===== config.mk =====
export PLATFORM = sky130hd
export DESIGN_NAME = sram_like_arbiter
export DESIGN_NICKNAME = d
export VERILOG_FILES = /design/src/rtl/sram_like_arbiter.sv
export SDC_FILE = /design/constraint.sdc
export NUM_CORES = 1
export LEC_CHECK = 0
export BUFFER_PORTS_ARGS = -buffer_cell sky130_fd_sc_hd__buf_2
export CAP_MARGIN = 20
export CORE_AREA = 3 3 125 127
export DETAILED_ROUTE_END_ITERATION = 10
export DIE_AREA = 0 0 128 130
export GPL_ROUTABILITY_DRIVEN = 0
export PLACE_DENSITY = 0.46
export SLEW_MARGIN = 20
export SYNTH_ARGS = -nofsm -noshare
export SYNTH_HDL_FRONTEND = slang
export SYNTH_SLANG_ARGS = --single-unit
export TNS_END_PERCENT = 100

===== constraint.sdc =====
create_clock -name clk -period 2.03 [get_ports clk]
set_clock_uncertainty 0.1 [all_clocks]
set_input_delay 0.5075 -clock clk [delete_from_list [all_inputs] [get_ports clk]]
set_output_delay 0.5075 -clock clk [all_outputs]
set_load 0.03 [all_outputs]

===== src/rtl/sram_like_arbiter.sv =====
// sram_like_arbiter: shares one sram-like master port between two sram-like
// requesters. An order FIFO of requester ids routes each data_ok back to the
// requester that issued the matching address phase, in issue order.
// Optional feature: define ARB_ROUND_ROBIN_EN for round-robin arbitration;
// otherwise m0 has fixed priority.
module sram_like_arbiter #(
    parameter int ORD_DEPTH = 4
) (
    input  logic        clk,
    input  logic        reset,

    input  logic        m0_req,
    input  logic        m0_wr,
    input  logic [1:0]  m0_size,
    input  logic [31:0] m0_addr,
    input  logic [3:0]  m0_wstrb,
    input  logic [31:0] m0_wdata,
    output logic        m0_addr_ok,
    output logic        m0_data_ok,
    output logic [31:0] m0_rdata,

    input  logic        m1_req,
    input  logic        m1_wr,
    input  logic [1:0]  m1_size,
    input  logic [31:0] m1_addr,
    input  logic [3:0]  m1_wstrb,
    input  logic [31:0] m1_wdata,
    output logic        m1_addr_ok,
    output logic        m1_data_ok,
    output logic [31:0] m1_rdata,

    output logic        s_req,
    output logic        s_wr,
    output logic [1:0]  s_size,
    output logic [31:0] s_addr,
    output logic [3:0]  s_wstrb,
    output logic [31:0] s_wdata,
    input  logic        s_addr_ok,
    input  logic        s_data_ok,
    input  logic [31:0] s_rdata
);

    localparam int PW = $clog2(ORD_DEPTH);

    logic [PW-1:0]      wptr;
    logic [PW-1:0]      rptr;
    logic [PW:0]        count;
    logic [ORD_DEPTH-1:0] order_mem;
    logic               last_grant;

    logic               sel;
    logic               full;
    logic               empty;
    logic               head;
    logic               push;
    logic               pop;

    assign full  = (count == (PW+1)'(ORD_DEPTH));
    assign empty = (count == '0);
    assign head  = order_mem[rptr];

    // Pick the winning requester; last_grant only matters when both request
    always_comb begin
        sel = 1'b0;
`ifdef ARB_ROUND_ROBIN_EN
        if (m0_req && m1_req)
            sel = ~last_grant;
        else
            sel = m1_req;
`else
        sel = m0_req ? 1'b0 : m1_req;
`endif
    end

    // Address phase mux toward the shared port; full blocks new requests with no bypass from a same-cycle pop
    always_comb begin
        s_req   = 1'b0;
        s_wr    = m0_wr;
        s_size  = m0_size;
        s_addr  = m0_addr;
        s_wstrb = m0_wstrb;
        s_wdata = m0_wdata;
        if (sel) begin
            s_req   = m1_req && !full;
            s_wr    = m1_wr;
            s_size  = m1_size;
            s_addr  = m1_addr;
            s_wstrb = m1_wstrb;
            s_wdata = m1_wdata;
        end else begin
            s_req   = m0_req && !full;
        end
    end

    assign push = s_req && s_addr_ok;
    assign pop  = s_data_ok && !empty;

    // Handshakes pass straight through; data_ok follows the FIFO head, stray data_ok while empty is dropped
    always_comb begin
        m0_addr_ok = (sel == 1'b0) && m0_req && s_addr_ok && !full;
        m1_addr_ok = (sel == 1'b1) && m1_req && s_addr_ok && !full;
        m0_data_ok = pop && (head == 1'b0);
        m1_data_ok = pop && (head == 1'b1);
        m0_rdata   = s_rdata;
        m1_rdata   = s_rdata;
    end

    // Order FIFO and grant history; concurrent push and pop keep the count and move both pointers
    always_ff @(posedge clk or posedge reset) begin
        if (reset) begin
            wptr       <= '0;
            rptr       <= '0;
            count      <= '0;
            order_mem  <= '0;
            last_grant <= 1'b1;
        end else begin
            if (push) begin
                order_mem[wptr] <= sel;
                wptr            <= wptr + 1'b1;
                last_grant      <= sel;
            end
            if (pop)
                rptr <= rptr + 1'b1;
            if (push && !pop)
                count <= count + 1'b1;
            else if (!push && pop)
                count <= count - 1'b1;
        end
    end

endmodule


== After elaboration in Yosys (flattened, before gate mapping) ==
Index checks and enable logic that the tools add are counted.

* Bits in writable memories: 0
* Register bits: 11
* Output and inout bits: 140
* Word-level logic and storage cells: 49
* Memories kept: 0
* ROM bits: 0
* Latch bits: 0

* Equal/unequal tests: 1
* $mul: 0
* Div/mod/pow operators: 0
* Order comparisons: 3
* Add/subtract/negate cells: 4
* Reductions and logical operators: 21
* Shifts and indexed selects: 0
* Multiplexer cells: 14
* Bitwise gates (word level): 2

{| class="wikitable"
|+ Operator list
! operator !! number
|-
| $mux 32 || 2
|-
| $logic_and 1x1->1 || 15
|-
| $lt 2x3->1 const B || 2
|-
| $mux 3 || 2
|-
| $mux 1 || 5
|-
| $add 2x1->2 const B || 2
|-
| $bwmux 4 || 1
|-
| $logic_not 1->1 || 4
|-
| $mux 4 || 1
|-
| $add 3x1->3 const B || 1
|-
| $eq 3x3->1 const B || 1
|-
| $logic_not 3->1 || 1
|-
| $sub 3x1->3 const B || 1
|-
| $bmux 1 s2 || 1
|-
| $demux 1 s2 || 1
|-
| $ge 2x1->1 const B || 1
|-
| $mux 2 || 1
|-
| $not 1->1 || 2
|-
| $reduce_bool 2->1 || 1
|}

== Logic depth before layout (Yosys ltp) ==
* Depth after elaboration: 9
* Gate-level depth with buffers: 9

== Worst setup path before layout ==
Ideal clock, no wire load.

* Path type: register to register
* Start: register count[0]
* End: register count[1]
* Period minus slack after synthesis: 2.219 ns
* Path slack: -0.189 ns
* Setup time: 0.125 ns
* Buffers on the path: 1
* Arrival time: 1.994 ns
* Cell stages (with the launch flop): 8
* Cell sequence: dfrtp_1 or3b_1 buf_6 o211a_2 ha_1 inv_1 fa_1 mux2_2

* Cells in the longest elaborated chain, start to end: 8
* Elaborated cells on any way between the ends: 18
* Classes of those cells: add/sub: 2; eq/ne: 1; mux: 3; reduce/logical: 12

{| class="wikitable"
|+ RTL lines
! item !! RTL line !! source
|-
| from (decl) || 47 || <nowiki>logic [PW:0] count;</nowiki>
|-
| from (signal assigned) || 125 || <nowiki>count <= count + 1'b1;</nowiki>
|-
| from (signal assigned) || 127 || <nowiki>count <= count - 1'b1;</nowiki>
|-
| $eq 3x3->1 * || 58 || <nowiki>assign full = (count == (PW+1)'(ORD_DEPTH));</nowiki>
|-
| $logic_not 1->1 * || 84, 91 ||
|-
| $logic_and 1x1->1 (on tied branches) || 91, 84 ||
|-
| $mux 1 * || 83 || <nowiki>if (sel) begin</nowiki>
|-
| $logic_and 1x1->1 * || 95 || <nowiki>assign push = s_req && s_addr_ok;</nowiki>
|-
| net push || 55 || <nowiki>logic push;</nowiki>
|-
| $logic_not 1->1 || 126 || <nowiki>else if (!push && pop)</nowiki>
|-
| $logic_and 1x1->1 || 126 ||
|-
| $reduce_bool 2->1 (no source line) || n/a ||
|}

Mark *: on every way through the listed nets, which the timed path passes. The rest lies on a longest branch. The select of a mux whose other input is x is not followed.
A chain may end at the register's enable or synchronous reset.

== Worst setup path after layout ==
* Start: input m0_req
* End: output s_addr[21]

* Cells in the longest elaborated chain, start to end: 2

{| class="wikitable"
|+ RTL lines
! item !! RTL line !! source
|-
| from (decl) || 12 || <nowiki>input logic m0_req,</nowiki>
|-
| $mux 1 || 71 || <nowiki>sel = m0_req ? 1'b0 : m1_req;</nowiki>
|-
| $mux 32 || 83 ||
|-
| to (decl) || 35 || <nowiki>output logic [31:0] s_addr,</nowiki>
|}

Every way passes these cells.

==> run_summary.xml <==
<?xml version="1.0" encoding="UTF-8"?>
<metrics>
  <group name="global_routing">
    <metric name="grt_start_max_net_pins" unit="">44</metric>
    <metric name="grt_antenna_before_repair" unit="">0</metric>
    <metric name="global_route_wire_length_before_repair" unit="µm">10100</metric>
    <metric name="grt_pass1_vias" unit="">2028</metric>
    <metric name="grt_overflow" unit="">0</metric>
    <metric name="grt_usage" unit="">0.0744</metric>
  </group>
  <group name="sta">
    <metric name="layout_setup_ws" unit="ps">-164</metric>
    <metric name="slew-limit-headroom" unit="">0.701</metric>
    <metric name="max_freq" unit="MHz">456</metric>
    <metric name="rsz0062_at_grt" unit="">yes</metric>
    <metric name="timing_worst_slew_pin_value" unit="ps">448</metric>
    <metric name="timing_max_transition_violations_final" unit="">0</metric>
    <metric name="hold_violations" unit="">0</metric>
    <metric name="min_clock_period_post_route" unit="ps">2190</metric>
    <metric name="post-route-period-util" unit="">1.08</metric>
    <metric name="tns" unit="ps">-9190</metric>
    <metric name="timing.final.setup_violations" unit="">75</metric>
    <metric name="finalHoldWorstSlack" unit="ps">169</metric>
  </group>
  <group name="clock_tree">
    <metric name="clk_root_buffer_cell" unit="">sky130_fd_sc_hd__clkbuf_16</metric>
    <metric name="tritoncts_num_sinks" unit="">11</metric>
    <metric name="path_clk_slew" unit="ps">40</metric>
    <metric name="numCtsBuffers" unit="">3</metric>
    <metric name="clkLatencyLatePin" unit="ps">230</metric>
    <metric name="cts_max_path_buffers" unit="">2</metric>
    <metric name="tritoncts_clock_tree" unit="">yes</metric>
    <metric name="cts.hold.buffers_added" unit="">0</metric>
    <metric name="htreeDepth" unit="">1</metric>
  </group>
  <group name="placed_design">
    <metric name="pre_cts_slack" unit="ps">-238</metric>
    <metric name="placement.cell_area" unit="µm²">2890</metric>
    <metric name="dp_hpwl" unit="µm">6330</metric>
    <metric name="buffer_ports.inserted" unit="">223</metric>
    <metric name="place_inst" unit="">541</metric>
  </group>
  <group name="synthesis">
    <metric name="post_synthesis_sequential_element_count" unit="">11</metric>
    <metric name="ys_seq_area_frac" unit="">0.140</metric>
    <metric name="synth-edff-count" unit="">0</metric>
    <metric name="synth_area" unit="µm²">1960</metric>
    <metric name="asyncSetResetFlopFracSynth" unit="">1.00</metric>
    <metric name="syn_nets" unit="">381</metric>
    <metric name="number_of_distinct_library_cells_after_synthesis" unit="">22</metric>
    <metric name="dominantRegCellSynth" unit="">sky130_fd_sc_hd__dfrtp_1</metric>
    <metric name="postSynthCellCount" unit="">195</metric>
    <metric name="synth_area_per_cell" unit="µm²">10.1</metric>
    <metric name="yosysWarnings" unit="">0</metric>
    <metric name="synth_top_cell_by_area" unit="">sky130_fd_sc_hd__mux2_2</metric>
    <metric name="synth_top_cell_area_share" unit="">0.413</metric>
    <metric name="yosys-top-cells-area" unit="">sky130_fd_sc_hd__mux2_2 (41%), sky130_fd_sc_hd__buf_4 (27%), sky130_fd_sc_hd__dfrtp_1 (14%)</metric>
  </group>
  <group name="cells_and_area">
    <metric name="final_cell_count_no_fill" unit="">557</metric>
    <metric name="final_design_area_no_fill" unit="µm²">3800</metric>
    <metric name="mostFrequentLayoutCells" unit="">sky130_fd_sc_hd__buf_2 (146), sky130_fd_sc_hd__buf_6 (71), sky130_fd_sc_hd__mux2_2 (40)</metric>
    <metric name="areaGrowthSynthToFinish" unit="%">93.7</metric>
    <metric name="final_core_occ" unit="">0.262</metric>
    <metric name="n_antenna_cell" unit="">0</metric>
    <metric name="layout.cells.most_common" unit="">sky130_fd_sc_hd__buf_2</metric>
    <metric name="num-nets-final" unit="">560</metric>
    <metric name="drive_gt1_frac" unit="">0.895</metric>
  </group>
  <group name="setup_path">
    <metric name="startpoint_type" unit="">input pin</metric>
    <metric name="critical_path.slowest_cell" unit="">sky130_fd_sc_hd__mux2_2</metric>
    <metric name="end_kind" unit="">output port</metric>
    <metric name="timing.critical_path.max_delay_family" unit="">buffers and inverters</metric>
    <metric name="max_stage_delay" unit="ps">350</metric>
    <metric name="worstReg2RegEnd" unit="">count[1]</metric>
    <metric name="timing.critical_path.arrival" unit="ps">1590</metric>
    <metric name="reg2reg_slack" unit="ps">-40</metric>
    <metric name="cp.required" unit="ps">1420</metric>
    <metric name="crit-reg2reg-launch" unit="">count[1]</metric>
    <metric name="worstRegToRegCells" unit="">6</metric>
    <metric name="crit_path_cell_trace" unit="">buf_8, nor2b_4, buf_12, clkbuf_16, mux2_2, buf_6</metric>
    <metric name="critical_path_peak_fanout" unit="">14</metric>
    <metric name="worst-setup-path-type" unit="">in2out</metric>
    <metric name="crit_buf_inv" unit="">4</metric>
  </group>
  <group name="run_status">
    <metric name="violated_checks" unit="">setup timing</metric>
    <metric name="run_status" unit="">finished, violations left</metric>
  </group>
  <group name="floorplanning">
    <metric name="floorplan.io_pins" unit="">320</metric>
    <metric name="die_height" unit="µm">130</metric>
    <metric name="core.rowCount" unit="">44</metric>
    <metric name="die_w" unit="µm">128</metric>
    <metric name="die-area" unit="µm²">16600</metric>
    <metric name="design.core.area" unit="µm²">14500</metric>
    <metric name="initial_core_util" unit="">0.135</metric>
  </group>
  <group name="flow_run">
    <metric name="cap_viol_max_count" unit="">0</metric>
  </group>
  <group name="drt">
    <metric name="drc" unit="">0</metric>
    <metric name="drt_iter0_markers" unit="">65</metric>
    <metric name="detail_route.vias_per_cell" unit="">3.86</metric>
    <metric name="wirelength" unit="µm">8440</metric>
    <metric name="vias" unit="">2148</metric>
    <metric name="average_wire_length_per_cell_after_detail_routing" unit="µm">15.2</metric>
    <metric name="detail-route-antenna-nets" unit="">0</metric>
    <metric name="drt-pass1-iter-count" unit="">4</metric>
  </group>
  <group name="power_and_ir_drop">
    <metric name="powerDensity" unit="nW/µm²">676</metric>
    <metric name="fin_total_pwr" unit="mW">2.57</metric>
    <metric name="ir_worst_vdd" unit="V">0.000700</metric>
    <metric name="power.static_leakage" unit="nW">1.92</metric>
  </group>
  <group name="min_path">
    <metric name="hold_path.class" unit="">in2async</metric>
  </group>
</metrics>
flip-flops by register name (all words and copies together) (netlist names):
| name | cells |
|---|---|
| count | 3 |
| order_mem | 4 |
| rptr | 2 |
| wptr | 2 |
how the worst max path moves through the flow:
stage,startpoint,endpoint,cells past startpoint
after global placement,m0_req,s_size[1],5
after floorplan,count[1],count[1],7
after CTS,m0_req,s_size[1],5
final,m0_req,s_addr[21],6
after detailed placement,m0_req,s_size[1],5
after global routing,m0_req,s_addr[1],6
synth_stat cells (2+ instances only):
cell type and n:
sky130_fd_sc_hd__dfrtp_1 11, sky130_fd_sc_hd__buf_4 71, sky130_fd_sc_hd__xnor2_1 3, sky130_fd_sc_hd__mux2_2 72
sky130_fd_sc_hd__a41oi_1 4, sky130_fd_sc_hd__nor2_1 3, sky130_fd_sc_hd__nor2b_1 2, sky130_fd_sc_hd__ha_1 5
sky130_fd_sc_hd__and3_1 2, sky130_fd_sc_hd__inv_1 5, sky130_fd_sc_hd__xor2_1 3, sky130_fd_sc_hd__a31oi_1 4
timing repair:
action	CTS	global route
buffers inserted	4	3
gates resized for setup	96	101
endpoints found under the setup margin	78	78
pin swaps	3	6
cloned	0	5
area by class of cell:
cell class / instances / area, µm²
inverter: 5 / 18.8
multi-input combinational: 106 / 1310
tap: 184 / 230
timing repair buffer: 247 / 1890
fill: 1528 / 10700
clock buffer: 4 / 78.8
sequential: 11 / 275
where the power goes:
| group | switching (mW) | leakage, nW | internal (mW) |
|---|---|---|---|
| logic | 0.821 | 1.75 | 0.967 |
| registers | 0.0856 | 0.130 | 0.340 |
| clock network | 0.0939 | 0.0382 | 0.264 |
logic make-up (layout without fill, tap and decap cells):
logic type | Yosys count | after routing | synth area share
fa+ha+maj | 6 | 6 | 0.0421
compound gates | 11 | 11 | 0.0433
buf+inv | 78 | 256 | 0.289
xor+xnor | 6 | 6 | 0.0268
flops | 11 | 11 | 0.140
simple gates | 9 | 9 | 0.0261
mux | 74 | 74 | 0.432
per-layer routing:
metal  up-vias  wire length, µm  global-route usage
met1      1003             3090              0.0830
li1        974                -                   -
met2       166             4240               0.135
met5         -                0                   0
met4         0               47             0.00749
met3         5             1060              0.0344
(Power assumes the default switching activity.)
